## src/rtl/bee_game_ctrl.sv

```systemverilog
// Per-frame sequencer for the bee sprite: frame tick, position with clamping, lives and game FSM.
// Optional WRAP_X_EN: horizontal motion wraps around the playfield instead of clamping.
module bee_game_ctrl #(
  parameter int H_RES       = 640,
  parameter int V_RES       = 480,
  parameter int SPR_W       = 34,
  parameter int SPR_H       = 27,
  parameter int START_X     = 0,
  parameter int START_Y     = 300,
  parameter int SPEED       = 3,
  parameter int LIVES       = 3,
  parameter int HIT_FRAMES  = 60,
  parameter int OVER_FRAMES = 120
) (
  input  logic       clk_pix,
  input  logic       rst,
  input  logic [9:0] sx,
  input  logic [9:0] sy,
  input  logic       btn_start,
  input  logic       move_r,
  input  logic       move_l,
  input  logic       move_u,
  input  logic       move_d,
  input  logic       hit,
  output logic       frame_tick,
  output logic [9:0] bee_x,
  output logic [8:0] bee_y,
  output logic       bee_en,
  output logic [1:0] state,
  output logic [1:0] lives
);

  localparam int X_MAX = H_RES - SPR_W;
  localparam int Y_MAX = V_RES - SPR_H;
  localparam int T_MAX = (HIT_FRAMES > OVER_FRAMES) ? HIT_FRAMES : OVER_FRAMES;
  // At least 3 bits so the blink bit timer[2] always exists.
  localparam int TW    = ($clog2(T_MAX + 1) < 3) ? 3 : $clog2(T_MAX + 1);
  localparam logic [TW-1:0] HIT_T  = TW'(HIT_FRAMES);
  localparam logic [TW-1:0] OVER_T = TW'(OVER_FRAMES);

  typedef enum logic [1:0] {S_IDLE = 2'd0, S_PLAY = 2'd1, S_HIT = 2'd2, S_OVER = 2'd3} state_t;

  state_t          st, st_n;
  logic [9:0]      x_n, x_mv;
  logic [8:0]      y_n, y_mv;
  logic [1:0]      lives_n;
  logic            en_n;
  logic [TW-1:0]   tmr, tmr_n, tmr_dec;
  logic            hit_pend, hit_now, end_of_frame;
  logic [10:0]     x_inc, y_inc;

  assign end_of_frame = (sx == 10'(H_RES - 1)) && (sy == 10'(V_RES - 1));
  // A hit arriving on the tick cycle itself still counts for that tick.
  assign hit_now      = hit_pend || (hit && st == S_PLAY);
  assign tmr_dec      = tmr - TW'(1);
  assign state        = st;
  assign x_inc        = {1'b0, bee_x} + 11'(SPEED);
  assign y_inc        = {2'b00, bee_y} + 11'(SPEED);

  // NOTE: every signal written in an always_comb gets a default first so no latch is inferred.
  always_comb begin
    x_mv = bee_x;
    if (move_r && !move_l) begin
`ifdef WRAP_X_EN
      x_mv = (x_inc > 11'(X_MAX)) ? 10'd0 : x_inc[9:0];
`else
      x_mv = (x_inc > 11'(X_MAX)) ? 10'(X_MAX) : x_inc[9:0];
`endif
    end else if (move_l && !move_r) begin
`ifdef WRAP_X_EN
      x_mv = (bee_x >= 10'(SPEED)) ? bee_x - 10'(SPEED) : 10'(X_MAX);
`else
      x_mv = (bee_x >= 10'(SPEED)) ? bee_x - 10'(SPEED) : 10'd0;
`endif
    end

    y_mv = bee_y;
    if (move_d && !move_u)
      y_mv = (y_inc > 11'(Y_MAX)) ? 9'(Y_MAX) : y_inc[8:0];
    else if (move_u && !move_d)
      y_mv = (bee_y >= 9'(SPEED)) ? bee_y - 9'(SPEED) : 9'd0;
  end

  always_comb begin
    st_n    = st;
    x_n     = bee_x;
    y_n     = bee_y;
    lives_n = lives;
    en_n    = bee_en;
    tmr_n   = tmr;
    if (frame_tick) begin
      unique case (st)
        S_IDLE: begin
          x_n     = 10'(START_X);
          y_n     = 9'(START_Y);
          lives_n = 2'(LIVES);
          en_n    = 1'b1;
          if (btn_start) st_n = S_PLAY;
        end
        S_PLAY: begin
          en_n = 1'b1;
          if (hit_now) begin
            lives_n = lives - 2'd1;
            if (lives == 2'd1) begin
              st_n  = S_OVER;
              tmr_n = OVER_T;
              en_n  = 1'b0;
            end else begin
              st_n  = S_HIT;
              tmr_n = HIT_T;
              en_n  = HIT_T[2];
            end
          end else begin
            x_n = x_mv;
            y_n = y_mv;
          end
        end
        S_HIT: begin
          if (tmr == TW'(1)) begin
            st_n  = S_PLAY;
            x_n   = 10'(START_X);
            y_n   = 9'(START_Y);
            en_n  = 1'b1;
            tmr_n = '0;
          end else begin
            tmr_n = tmr_dec;
            en_n  = tmr_dec[2];
          end
        end
        S_OVER: begin
          en_n = 1'b0;
          if (tmr == TW'(1)) begin
            st_n    = S_IDLE;
            lives_n = 2'(LIVES);
            x_n     = 10'(START_X);
            y_n     = 9'(START_Y);
            en_n    = 1'b1;
            tmr_n   = '0;
          end else begin
            tmr_n = tmr_dec;
          end
        end
        default: st_n = S_IDLE;
      endcase
    end
  end

  // NOTE: sequential state uses non-blocking assignments so all registers update together on the edge.
  always_ff @(posedge clk_pix or posedge rst) begin
    if (rst) begin
      st         <= S_IDLE;
      bee_x      <= 10'(START_X);
      bee_y      <= 9'(START_Y);
      lives      <= 2'(LIVES);
      bee_en     <= 1'b1;
      frame_tick <= 1'b0;
      tmr        <= '0;
      hit_pend   <= 1'b0;
    end else begin
      frame_tick <= end_of_frame;
      st         <= st_n;
      bee_x      <= x_n;
      bee_y      <= y_n;
      lives      <= lives_n;
      bee_en     <= en_n;
      tmr        <= tmr_n;
      if (frame_tick || st != S_PLAY) hit_pend <= 1'b0;
      else if (hit)                   hit_pend <= 1'b1;
    end
  end

endmodule

```

## config.mk

```make
export PLATFORM = sky130hd
export DESIGN_NAME = bee_game_ctrl
export DESIGN_NICKNAME = d
export VERILOG_FILES = /design/src/rtl/bee_game_ctrl.sv
export SDC_FILE = /design/constraint.sdc
export NUM_CORES = 1
export LEC_CHECK = 0
export CAP_MARGIN = 20
export CORE_UTILIZATION = 41
export DETAILED_ROUTE_END_ITERATION = 16
export PLACE_DENSITY = 0.76
export SLEW_MARGIN = 40
export SYNTH_ARGS = -nofsm -noshare
export SYNTH_HDL_FRONTEND = slang
export SYNTH_SLANG_ARGS = --single-unit
```

## constraint.sdc

```tcl
create_clock -name clk_pix -period 3.1 [get_ports clk_pix]
set_input_delay 0.31 -clock clk_pix [delete_from_list [all_inputs] [get_ports clk_pix]]
set_output_delay 0.31 -clock clk_pix [all_outputs]
set_load 0.01 [all_outputs]
```

======== Word level (Yosys, flattened, before mapping) ========
Cells that the tools add are included.
word-level totals
  register bits after elaboration ......... 33
  bits in latches ......................... 0
  bits in writable memories ............... 0
  ROM bits ................................ 0
  input port bits ......................... 28
  word-level logic and storage cells ...... 90
  memories kept ........................... 0
operators by class
  add/sub/neg operators ................... 6
  $mul .................................... 0
  div/mod/pow operators ................... 0
  $lt $le $gt $ge ......................... 4
  eq/ne operators ......................... 16
  shift operators ......................... 0
  muxes and demuxes ....................... 34
  bitwise operators ....................... 0
  reductions and logical operators ........ 22
operators by type and width
  operator                                                                count
  10-bit 2-to-1 mux                                                       6
  9-bit 2-to-1 mux                                                        6
  10-bit one-hot mux with 3 select lines                                  1
  9-bit one-hot mux with 3 select lines                                   1
  7-bit 2-to-1 mux                                                        3
  7-bit one-hot mux with 2 select lines                                   1
  2-bit 2-to-1 mux                                                        6
  4-bit AND reduction                                                     3
  10-bit by 2-bit adder with 11-bit output, second input constant         1
  11-bit by 10-bit > comparator with 1-bit output, second input constant  1
  9-bit by 2-bit adder with 10-bit output, second input constant          1
  10-bit == test, second input constant                                   1
  10-bit by 9-bit == test with 1-bit output, second input constant        1
  10-bit by 2-bit >= comparator with 1-bit output, second input constant  1
  10-bit by 9-bit > comparator with 1-bit output, second input constant   1
  2-bit inequality test, second input constant                            5
  10-bit by 2-bit subtractor with 10-bit output, second input constant    1
  9-bit by 2-bit >= comparator with 1-bit output, second input constant   1
  9-bit by 2-bit subtractor with 9-bit output, second input constant      1
  2-bit one-hot mux with 4 select lines                                   1
  7-bit by 1-bit == test with 1-bit output, second input constant         1
  1-bit 2-to-1 mux                                                        7
  7-bit by 1-bit subtractor with 7-bit output, second input constant      1
  1-bit logical AND                                                       6
  15 further kinds                                                        24

======== Depth between registers and ports, before layout ========
Gate-level depths: netlist (run 1).
  depth after elaboration ................. 6
  gate-level depth with buffers ........... 10
  depth with buffers taken out ............ 9

======== Least setup slack after synthesis (run 1) ========
OpenSTA, ideal clock, no wires.
  path kind ............................... register to register
  start point ............................. register bee_x[0]
  end point ............................... register bee_x[2]
  library setup time ...................... 0.124 ns
  arrival time ............................ 2.186 ns
  data required time ...................... 2.976 ns
  path slack .............................. 0.791 ns
  cell stages (with the launch flop) ...... 11
  period minus slack after synthesis ...... 2.309 ns
  cell sequence ........................... dfrtp_1 inv_1 ha_1 clkbuf_1 nand4b_1 o31ai_1 a31oi_1 o21bai_1 and2_4 a2111oi_0 a211o_1
between the ends
  cells in the longest elaborated chain, start to end .. 6
  elaborated cells between the ends (all ways) .. 10
  those cells by class .................... add/sub: 2; order compare: 2; mux: 6
ends and longest elaborated chain
  what                                                                                         line    source
  start, declared                                                                              26      output logic [9:0] bee_x,
  start signal, assigned                                                                       152     bee_x <= 10'(START_X);
  start signal, assigned                                                                       162     bee_x <= x_n;
  10-bit by 2-bit adder with 11-bit output, or another cell as far along                       57      assign x_inc = {1'b0, bee_x} + 11'(SPEED);
  11-bit by 10-bit > comparator with 1-bit output / 10-bit 2-to-1 mux (equally long branches)  67, 73
  10-bit 2-to-1 mux, on equally long branches                                                  67, 69
  10-bit 2-to-1 mux (*)                                                                        63      if (move_r && !move_l) begin
  10-bit 2-to-1 mux (*)                                                                        102     if (hit_now) begin
  10-bit one-hot mux with 3 select lines (*)                                                   92      unique case (st)
Mark *: on every way between the ends. The rest lies on a longest branch, timed or not. The select of a mux whose other input is x is not followed.
A chain may end at the register's enable or synchronous reset.

======== Final worst setup path (run 1) ========
  start point ............................. register bee_y[0]
  end point ............................... register bee_y[4]
between the ends
  cells in the longest elaborated chain, start to end .. 6
  elaborated cells between the ends (all ways) .. 10
  those cells by class .................... add/sub: 2; order compare: 2; mux: 6
ends and longest elaborated chain
  what                                                                                       line    source
  start, declared                                                                            27      output logic [8:0] bee_y,
  start signal, assigned                                                                     153     bee_y <= 9'(START_Y);
  start signal, assigned                                                                     163     bee_y <= y_n;
  9-bit by 2-bit adder with 10-bit output, or another cell as far along                      58      assign y_inc = {2'b00, bee_y} + 11'(SPEED);
  10-bit by 9-bit > comparator with 1-bit output / 9-bit 2-to-1 mux (equally long branches)  79, 81
  9-bit 2-to-1 mux, on equally long branches                                                 79, 80
  9-bit 2-to-1 mux (*)                                                                       78      if (move_d && !move_u)
  9-bit 2-to-1 mux (*)                                                                       102
  9-bit one-hot mux with 3 select lines (*)                                                  92
Marked as above.

==> metrics.md, run 1 <==
| Metric | Value |
|---|---|
| Outcome | finished, violations left |
| Failing checks | design-rule violations |
| Number of global-route vias before repair | between 2,000 and 3,000 |
| Vias post-DR | 2,822 |
| Fin crit share | 85.82% |
| Post-DP Area | ~3300 um^2 |
| Largest net degree at the start of global routing | 34 |
| Die area | just over 7000 um^2 |
| Via density | 6.135 |
| Synth Register Bits | 33 |
| Fmax | 0.3759 GHz |
| Psw | slightly below 0.2 mW |
| Critical path type | reg2reg |
| TNS Setup | 0 ns |
| Measured slew at the worst slew-check pin | approximately 0.72 ns |
| Register area share after synthesis | between 30% and 40% |
| Leak | approximately 1.3 nW |
| CP max FO | 10 |
| Hold-fix buffers at CTS | 0 |
| Max cap viols | 0 |
| Final layout net count | between 400 and 500 |
| Remaining antenna violation count after routing | 0 |
| Clk pwr share | a little under half |
| CP Data Required Time | ~3.3 ns |
| Share of layout cells above drive strength 1 | 8.616% |
| First-pass GRT wire length | between 10,000 and 15,000 um |
| R2R cell count | 9 |
| Fill cell count | between 500 and 600 |
| Post-layout minimum cycle time | 2.661 ns |
| Post-DP HPWL | 5096 um |
| Slew Limit Fails | 0 |
| Switching share of total power | about a fifth |
| Clk Latency, worst-skew pair | around 0.28 ns |
| Number of remaining DRC errors | 4 |
| H-tree depth | 2 |
| RSZ-0062 raised after global routing | no |
| Mapped Area | roughly 2800 um^2 |
| WP depth | 9 |
| Pint | about 0.73 mW |
| Pre-Repair DR Iteration Count | 11 |
| Ant. Diodes | 0 |
| Worst-path clk slew | roughly 0.07 ns |
| Total clock buffers created by CTS | 5 |
| Max_slew headroom | 51.72% |
| Max incr delay on CP | approximately 0.52 ns |
| PostCTS Resize Cnt | 0 |
| Sequential Power Share | 46.6% |
| Bufs on Longest Clock Path | 2 |
| Row cnt | 29 |
| Design Area, Final | about 3400 um^2 |
| Total GRT Usage | 20.90% |
| Antenna violations before repair | 0 |
| Clock Skews | 0.009379 ns |
| Synth Instances | 342 |
| Slowest CP cell | dfrtp_1 |
| Startpoint types | flip-flop |
| Critical-path cell list | inv_1 > ha_1 > nand2b_1 > o32a_1 > o22ai_1 > o31ai_1 > o21ai_1 > a2111oi_0 > a211o_1 |
| CP Data Arrival Time | 2.83 ns |
| Total power | ~0.93 mW |
| Power Dens Cells | roughly 270 nW/um^2 |
| Core area | between 6000 and 7000 um^2 |
| Dominant synthesized flop cell | dfrtp_1 |
| Ys Warns | 0 |
| Worst setup EP type | flip-flop |
| Number of flops mapped to enable cells by yosys | 0 |
| Die X | 84.07 um |
| Starting Density | a little over two fifths |
| WL final | slightly above 7000 um |
| CTS root buf | clkbuf_8 |
| Logic pwr share | 7.7% |
| P&R area growth vs syn | 23.56% |
| Max VDD drop | ~0.00013 V |
| Avg WL per Cell | 15.40 um |
| Buf+Inv Stages, Crit Path | 1 |
| CTS tree | done |
| Synthesized net count | about 380 |
| # IOs | 53 |
| Grt total ovfl | 0 |
| Worst Hold Class | in2async |
| Clock sink total | 33 |
| Mean Syn Cell Area | 8.074 um^2 |
| Hold Vio Cnt, Final | 0 |
| Worst path top cell family by delay | compound AO/OA/AOI/OAI gates |
| Routability cong. | 0.9193 |
| DIE HEIGHT | 84.07 um |
| Synth cell types | 66 |
| Setup bufs post-CTS | 0 |
| Post-synth ARST share | 100.0% |
| Port bufs | 52 |
| # setup viols final | 0 |
| Initial drt markers | 136 |
## cell usage after synthesis, drive strengths merged (3+ instances only)
| cell type | count | share of area (%) |
|---|---|---|
| and3 | 3 | 0.68 |
| nor2 | 33 | 4.6 |
| nor4 | 3 | 0.91 |
| o32a | 3 | 1.1 |
| nor2b | 5 | 1.1 |
| o31ai | 7 | 2.4 |
| a21oi | 26 | 4.8 |
| a21o | 3 | 0.82 |
| nand4 | 5 | 1.1 |
| a211oi | 3 | 0.82 |
| o21ai | 23 | 4.2 |
| a221oi | 4 | 1.3 |
| nor3b | 4 | 1.1 |
| nand3 | 9 | 2.1 |
| o22ai | 4 | 0.91 |
| o21bai | 4 | 1.1 |
| ha | 9 | 4.1 |
| nand2 | 32 | 4.3 |
| buf | 10 | 2.3 |
| xor2 | 6 | 1.9 |
| dfstp | 7 | 6.7 |
| o21a | 3 | 0.82 |
| nor3 | 17 | 3.3 |
| xnor2 | 8 | 2.5 |
| clkbuf | 12 | 1.6 |
| nand2b | 7 | 1.6 |
| inv | 14 | 1.9 |
| dfrtp | 26 | 24 |
| or3 | 6 | 1.4 |
| a31oi | 4 | 0.91 |
| a311oi | 3 | 0.95 |
| o22a | 4 | 1.3 |
| nand4b | 6 | 1.9 |
| a2111oi | 3 | 1.2 |
## through the flow
stage	setup WS, ns	util [%]	hold slack, ns	instances
2_1_floorplan	0.7906	-	0.4337	342
3_3_place_gp	0.5967	51.26	0.4983	452
3_5_place_dp	0.4967	51.26	0.5053	452
4_1_cts	0.4717	53.13	0.4425	460
5_1_grt	0.1651	53.13	0.4972	460
6_report	0.4395	53.13	0.4268	460
## final cells by class
| type | count | area [um^2] | area share [%] |
|---|---|---|---|
| inverters | 14 | 52.55 | 1.540 |
| repair buffers | 55 | 543.0 | 15.91 |
| multi-input cells | 273 | 1765 | 51.74 |
| well taps | 77 | 96.34 | 2.824 |
| clock buffers | 6 | 82.58 | 2.420 |
| flip-flops and latches | 33 | 834.6 | 24.46 |
| clock inverters | 2 | 37.54 | 1.100 |
## metal layers
layer  track usage (%)  routed length, um
met5                 0                  0
met4             7.994                 99
met3             3.858                484
met2             34.80               3379
met1             26.81               3118
## tightest hold or removal path, delay by kind of cell
| family | cells | cell delay [ns] |
|---|---|---|
| buf+inv | 3 | 0.82 |
## power groups by stage
stage / combinational (mW) / clock (mW) / sequential (mW)
final: 0.0713 / 0.423 / 0.431
after global routing: 0.0784 / 0.452 / 0.431
after global placement: 0.0714 / 0 / 0.439
after floorplan: 0.0272 / 0 / 0.439
after CTS: 0.0722 / 0.431 / 0.431
after detailed placement: 0.0719 / 0 / 0.439
## cells by family after synthesis
logic type               synth area share, %
AND/OR/NAND/NOR                        26.55
XOR/XNOR                               4.441
AO/OA/AOI/OAI                          27.68
buffers and inverters                  5.845
flip-flops                             30.22
multiplexers                           1.178
adder cells (fa/ha/maj)                4.078
## sequential cells by signal, indices dropped and copies added (netlist names)
signal and cells:
bee_y 9, tmr 7, frame_tick 1, bee_x 10, bee_en 1, state 2, lives 2, hit_pend 1
## cell usage in the layout, fill, tap and decap left out, types with 4 or more instances in the layout
cell type	count
o22a_1	4
dfstp_2	7
o22ai_1	4
clkbuf_8	6
nand4_1	5
dfrtp_1	26
nand3_1	8
or3_1	6
o21ai_0	19
ha_1	9
a21oi_1	25
nor2_1	32
nor3_1	16
nor3b_1	4
o31ai_1	6
a31oi_1	4
a221oi_1	4
o21bai_1	4
o21ai_1	4
xor2_1	6
xnor2_1	8
nand4b_1	6
nand2_1	32
nand2b_1	7
nor2b_1	5
inv_1	14
clkdlybuf4s50_1	52
## path summary, 6_finish.rpt
| path | startpoint | end | slack, ns |
|---|---|---|---|
| min in group clk_pix | tmr[1]$_DFFE_PP0P_ | tmr[1]$_DFFE_PP0P_ | 0.52 |
| worst max register to register | bee_y[0]$_DFFE_PP0P_ | bee_y[4]$_DFFE_PP0P_ | 0.44 |
| worst min-delay path | rst | bee_x[9]$_DFFE_PP0P_ | 0.43 |
| worst max-delay path | bee_y[0]$_DFFE_PP0P_ | bee_y[4]$_DFFE_PP0P_ | 0.44 |
| worst min register to register | tmr[1]$_DFFE_PP0P_ | tmr[1]$_DFFE_PP0P_ | 0.52 |
| max in group asynchronous | rst | bee_y[5]$_DFFE_PP1P_ | 2.34 |
(Power assumes the default switching activity.)
==> run 2: changes to the inputs <==
--- a/config.mk
+++ b/config.mk
@@ -5,7 +5,7 @@
 export SDC_FILE = /design/constraint.sdc
 export NUM_CORES = 1
 export LEC_CHECK = 0
-export CAP_MARGIN = 20
+export CAP_MARGIN = 30
 export CORE_UTILIZATION = 41
 export DETAILED_ROUTE_END_ITERATION = 16
 export PLACE_DENSITY = 0.76
==> results of run 2 <==
Same layout as run 1: the final DEF is identical, and so are final timing and power.
==> run 3: changes to the inputs <==
--- a/config.mk
+++ b/config.mk
@@ -5,9 +5,11 @@
 export SDC_FILE = /design/constraint.sdc
 export NUM_CORES = 1
 export LEC_CHECK = 0
+export ABC_AREA = 1
 export CAP_MARGIN = 30
 export CORE_UTILIZATION = 41
 export DETAILED_ROUTE_END_ITERATION = 16
+export MAX_ROUTING_LAYER = met4
 export PLACE_DENSITY = 0.76
 export SLEW_MARGIN = 40
 export SYNTH_ARGS = -nofsm -noshare
==> metrics.md, run 3 <==
| Metric | Value |
|---|---|
| Synth top area cells | dfrtp_1 (23%), nand2_1 (15%), inv_1 (7.1%) |
| R2R cell count | 11 |
| Leak | between 1.5 and 2 nW |
| Total GRT Usage | a little over a fifth |
| Final WS setup | 1.071 ns |
| P&R area growth vs syn | 25.26% |
| Slowest CP cell | dfrtp_1 |
| Design Area, Final | 3567 um^2 |
| Post-synth top area cell | dfrtp_1 |
| Clock sink total | 33 |
| Logic pwr share | ~16% |
| Total clock buffers created by CTS | 5 |
| Antenna violations before repair | 0 |
| Worst path top cell family by delay | simple AND/OR/NAND/NOR gates |
| H-tree depth | 2 |
| Critical path type | reg2reg |
| Ant. Diodes | 0 |
| Power Dens Cells | a little under 300 nW/um^2 |
| Hold Vio Cnt, Final | 0 |
| Synth cell types | 40 |
| RSZ-0062 raised after global routing | no |
| Clk pwr share | 40.5% |
| WL met1 | between 3000 and 4000 um |
| CP Data Arrival Time | 2.19 ns |
| Max incr delay on CP | between 0.4 and 0.5 ns |
| CTS root buf | clkbuf_8 |
| Register area share after synthesis | between 20% and 30% |
| Share of layout cells above drive strength 1 | 13.17% |
| Outcome | completed |
| Starting Density | between 40% and 50% |
| First-pass GRT wire length | 12,400 um |
| RR Endpoint | bee_y[7]$_DFFE_PP0P_ |
| Psw | around 0.28 mW |
| Pint | approximately 0.76 mW |
| Vias post-DR | a little under 3,000 |
| # IOs | 53 |
| Critical Path Sink | bee_y[7]$_DFFE_PP0P_ |
| Fmax | about 0.49 GHz |
| DP Worst Slack | between 1 and 1.5 ns |
| Number of remaining DRC errors | 0 |
| Port bufs | 52 |
| Max cap viols | 0 |
| Max_slew headroom | a little under 70% |
| Number of flops mapped to enable cells by yosys | 0 |
| Measured slew at the worst slew-check pin | between 0.4 and 0.5 ns |
| Flop2flop setup slack | about 1.1 ns |
| R2R Path Start | bee_y[0]$_DFFE_PP0P_ |
| DIE HEIGHT | 85.34 um |
| Core area | 6756 um^2 |
| Max reg flops | 10 |
| Die area | 7283 um^2 |
| Post-synth ARST share | 100.0% |
| Top post-synthesis cells by count | nand2_1 (113), inv_1 (54), nor2_1 (47) |
| Setup bufs post-CTS | 0 |
| Most numerous cell in the Yosys netlist | nand2_1 |
| CP dominant cell by count | nand2_1 |
| Biggest regs | bee_x: 10 flops, bee_y: 9 flops, tmr: 7 flops |
| Mapped Area | about 2800 um^2 |
| Top Metal Used | met4 |
| CTS tree | done |
| Critical Path Source | bee_y[0]$_DFFE_PP0P_ |
| Initial drt markers | roughly 170 |
| Most flops, register | bee_x |
| Avg WL per Cell | roughly 13 um |
| Post-DP Area | roughly 3500 um^2 |
| Post-layout minimum cycle time | 2.029 ns |
| Fill cell count | ~660 |
| Ys Warns | 0 |
| WL met2 | about 3500 um |
| Max VDD drop | 0.0001978 V |
| Grt total ovfl | 0 |
| Commonest non-fill, non-tap cell in the layout | nand2_1 |
| Startpoint types | flip-flop |
| # setup viols final | 0 |
| Worst setup EP type | flip-flop |
| Share of the synthesized area in the top cell type | between 20% and 30% |
| Hold-fix buffers at CTS | 0 |
| Buf+Inv Stages, Crit Path | 1 |
| Total power | between 1 and 1.5 mW |
| Most frequent cells in the layout | nand2_1 (113), inv_1 (54), clkdlybuf4s50_1 (52) |
| WL final | 7232 um |
| CP max FO | 8 |
| Met3 routed WL | roughly 360 um |
| Synthesized net count | approximately 470 |
| Number of global-route vias before repair | roughly 2,800 |
| Remaining antenna violation count after routing | 0 |
| WP depth | 11 |
| Routability cong. | just over 0.9 |
| TNS Setup | 0 ns |
| Die X | around 85 um |
| Post-DP HPWL | roughly 5500 um |
| Clk Latency, worst-skew pair | about 0.29 ns |
| Worst Hold Class | in2async |
| Pre-Repair DR Iteration Count | 4 |
| Switching share of total power | around 27% |
| Clock Skews | around 0.011 ns |
| Final layout net count | about 520 |
| Synth Instances | about 430 |
| Fin util | between 50% and 60% |
| Bufs on Longest Clock Path | 2 |
| Slew Limit Fails | 0 |
| Critical-path cell list | inv_1 > ha_1 > nor2_4 > nand2_1 > xor2_1 > nor2_1 > nand2_1 > nand2_2 > nand3_1 > nand2_1 > o21ai_1 |
| Synth Register Bits | 33 |
| Largest net degree at the start of global routing | 34 |
| Dominant synthesized flop cell | dfrtp_1 |
| PostCTS Resize Cnt | 0 |
| Worst-path clk slew | approximately 0.080 ns |
| Sequential Power Share | a little over two fifths |
| Fin crit share | about 65% |
| Via density | ~5.2 |
| Row cnt | 30 |
| CP Data Required Time | 3.26 ns |
| Mean Syn Cell Area | roughly 6.6 um^2 |
-- run 3: changes by cell type after synthesis, sizes merged, moves of 9 or more --
| cell | change |
|---|---|
| nor3 | -9 |
| nand3 | +24 |
| nand2 | +92 |
| nor2 | +26 |
| clkbuf | -11 |
| inv | +53 |
-- run 3: cells by family (layout without fill, tap and decap cells) --
| logic type | count (synthesis) | after routing | share of synthesized area [%] |
|---|---|---|---|
| adder cells (fa/ha/maj) | 9 | 9 | 3.954 |
| XOR/XNOR | 11 | 11 | 3.383 |
| AO/OA/AOI/OAI | 64 | 64 | 12.83 |
| flip-flops | 33 | 33 | 29.31 |
| AND/OR/NAND/NOR | 241 | 241 | 40.69 |
| buffers and inverters | 71 | 128 | 9.841 |
-- run 3: worst min-delay path by stage --
stage / from / end
3_5_place_dp: tmr[3]$_DFFE_PP0P_ / tmr[3]$_DFFE_PP0P_
6_report: rst / bee_x[3]$_DFFE_PP0P_
3_3_place_gp: tmr[3]$_DFFE_PP0P_ / tmr[3]$_DFFE_PP0P_
4_1_cts: rst / bee_x[3]$_DFFE_PP0P_
5_1_grt: rst / bee_x[3]$_DFFE_PP0P_
2_1_floorplan: rst / bee_x[0]$_DFFE_PP0P_
-- run 3: power groups by stage --
stage / clock network [mW] / logic (mW) / registers, mW
3_3_place_gp: 0 / 0.159 / 0.462
2_1_floorplan: 0 / 0.0878 / 0.463
5_1_grt: 0.450 / 0.178 / 0.456
6_report: 0.419 / 0.161 / 0.455
4_1_cts: 0.430 / 0.162 / 0.455
3_5_place_dp: 0 / 0.161 / 0.463
-- run 3: layout make-up --
type / count / area, um^2 / area share [%]
Tap cell: 80 / 100.1 / 2.806
Clock buffer: 5 / 68.82 / 1.929
Sequential cell: 33 / 834.6 / 23.40
Clock inverter: 3 / 46.29 / 1.298
Multi-Input combinational cell: 325 / 1733 / 48.58
Inverter: 67 / 256.5 / 7.190
Timing Repair Buffer: 53 / 528.0 / 14.80
-- run 3: routing by layer --
metal	track usage, %	vias up
li1	-	1490
met1	26.19	1337
met2	36.07	105
met3	3.599	13
met4	8.636	0
met5	-	-
-- run 3: through the flow --
| stage | hold slack, ns | cells |
|---|---|---|
| floorplan | 0.4337 | 429 |
| global placement | 0.4734 | 558 |
| detailed placement | 0.4772 | 558 |
| CTS | 0.4323 | 566 |
| global route | 0.4940 | 566 |
| finish | 0.4133 | 566 |
-- run 3: worst min-delay path, delay by kind of cell --
family	cells	cell delay, ns
buffers and inverters	3	0.83
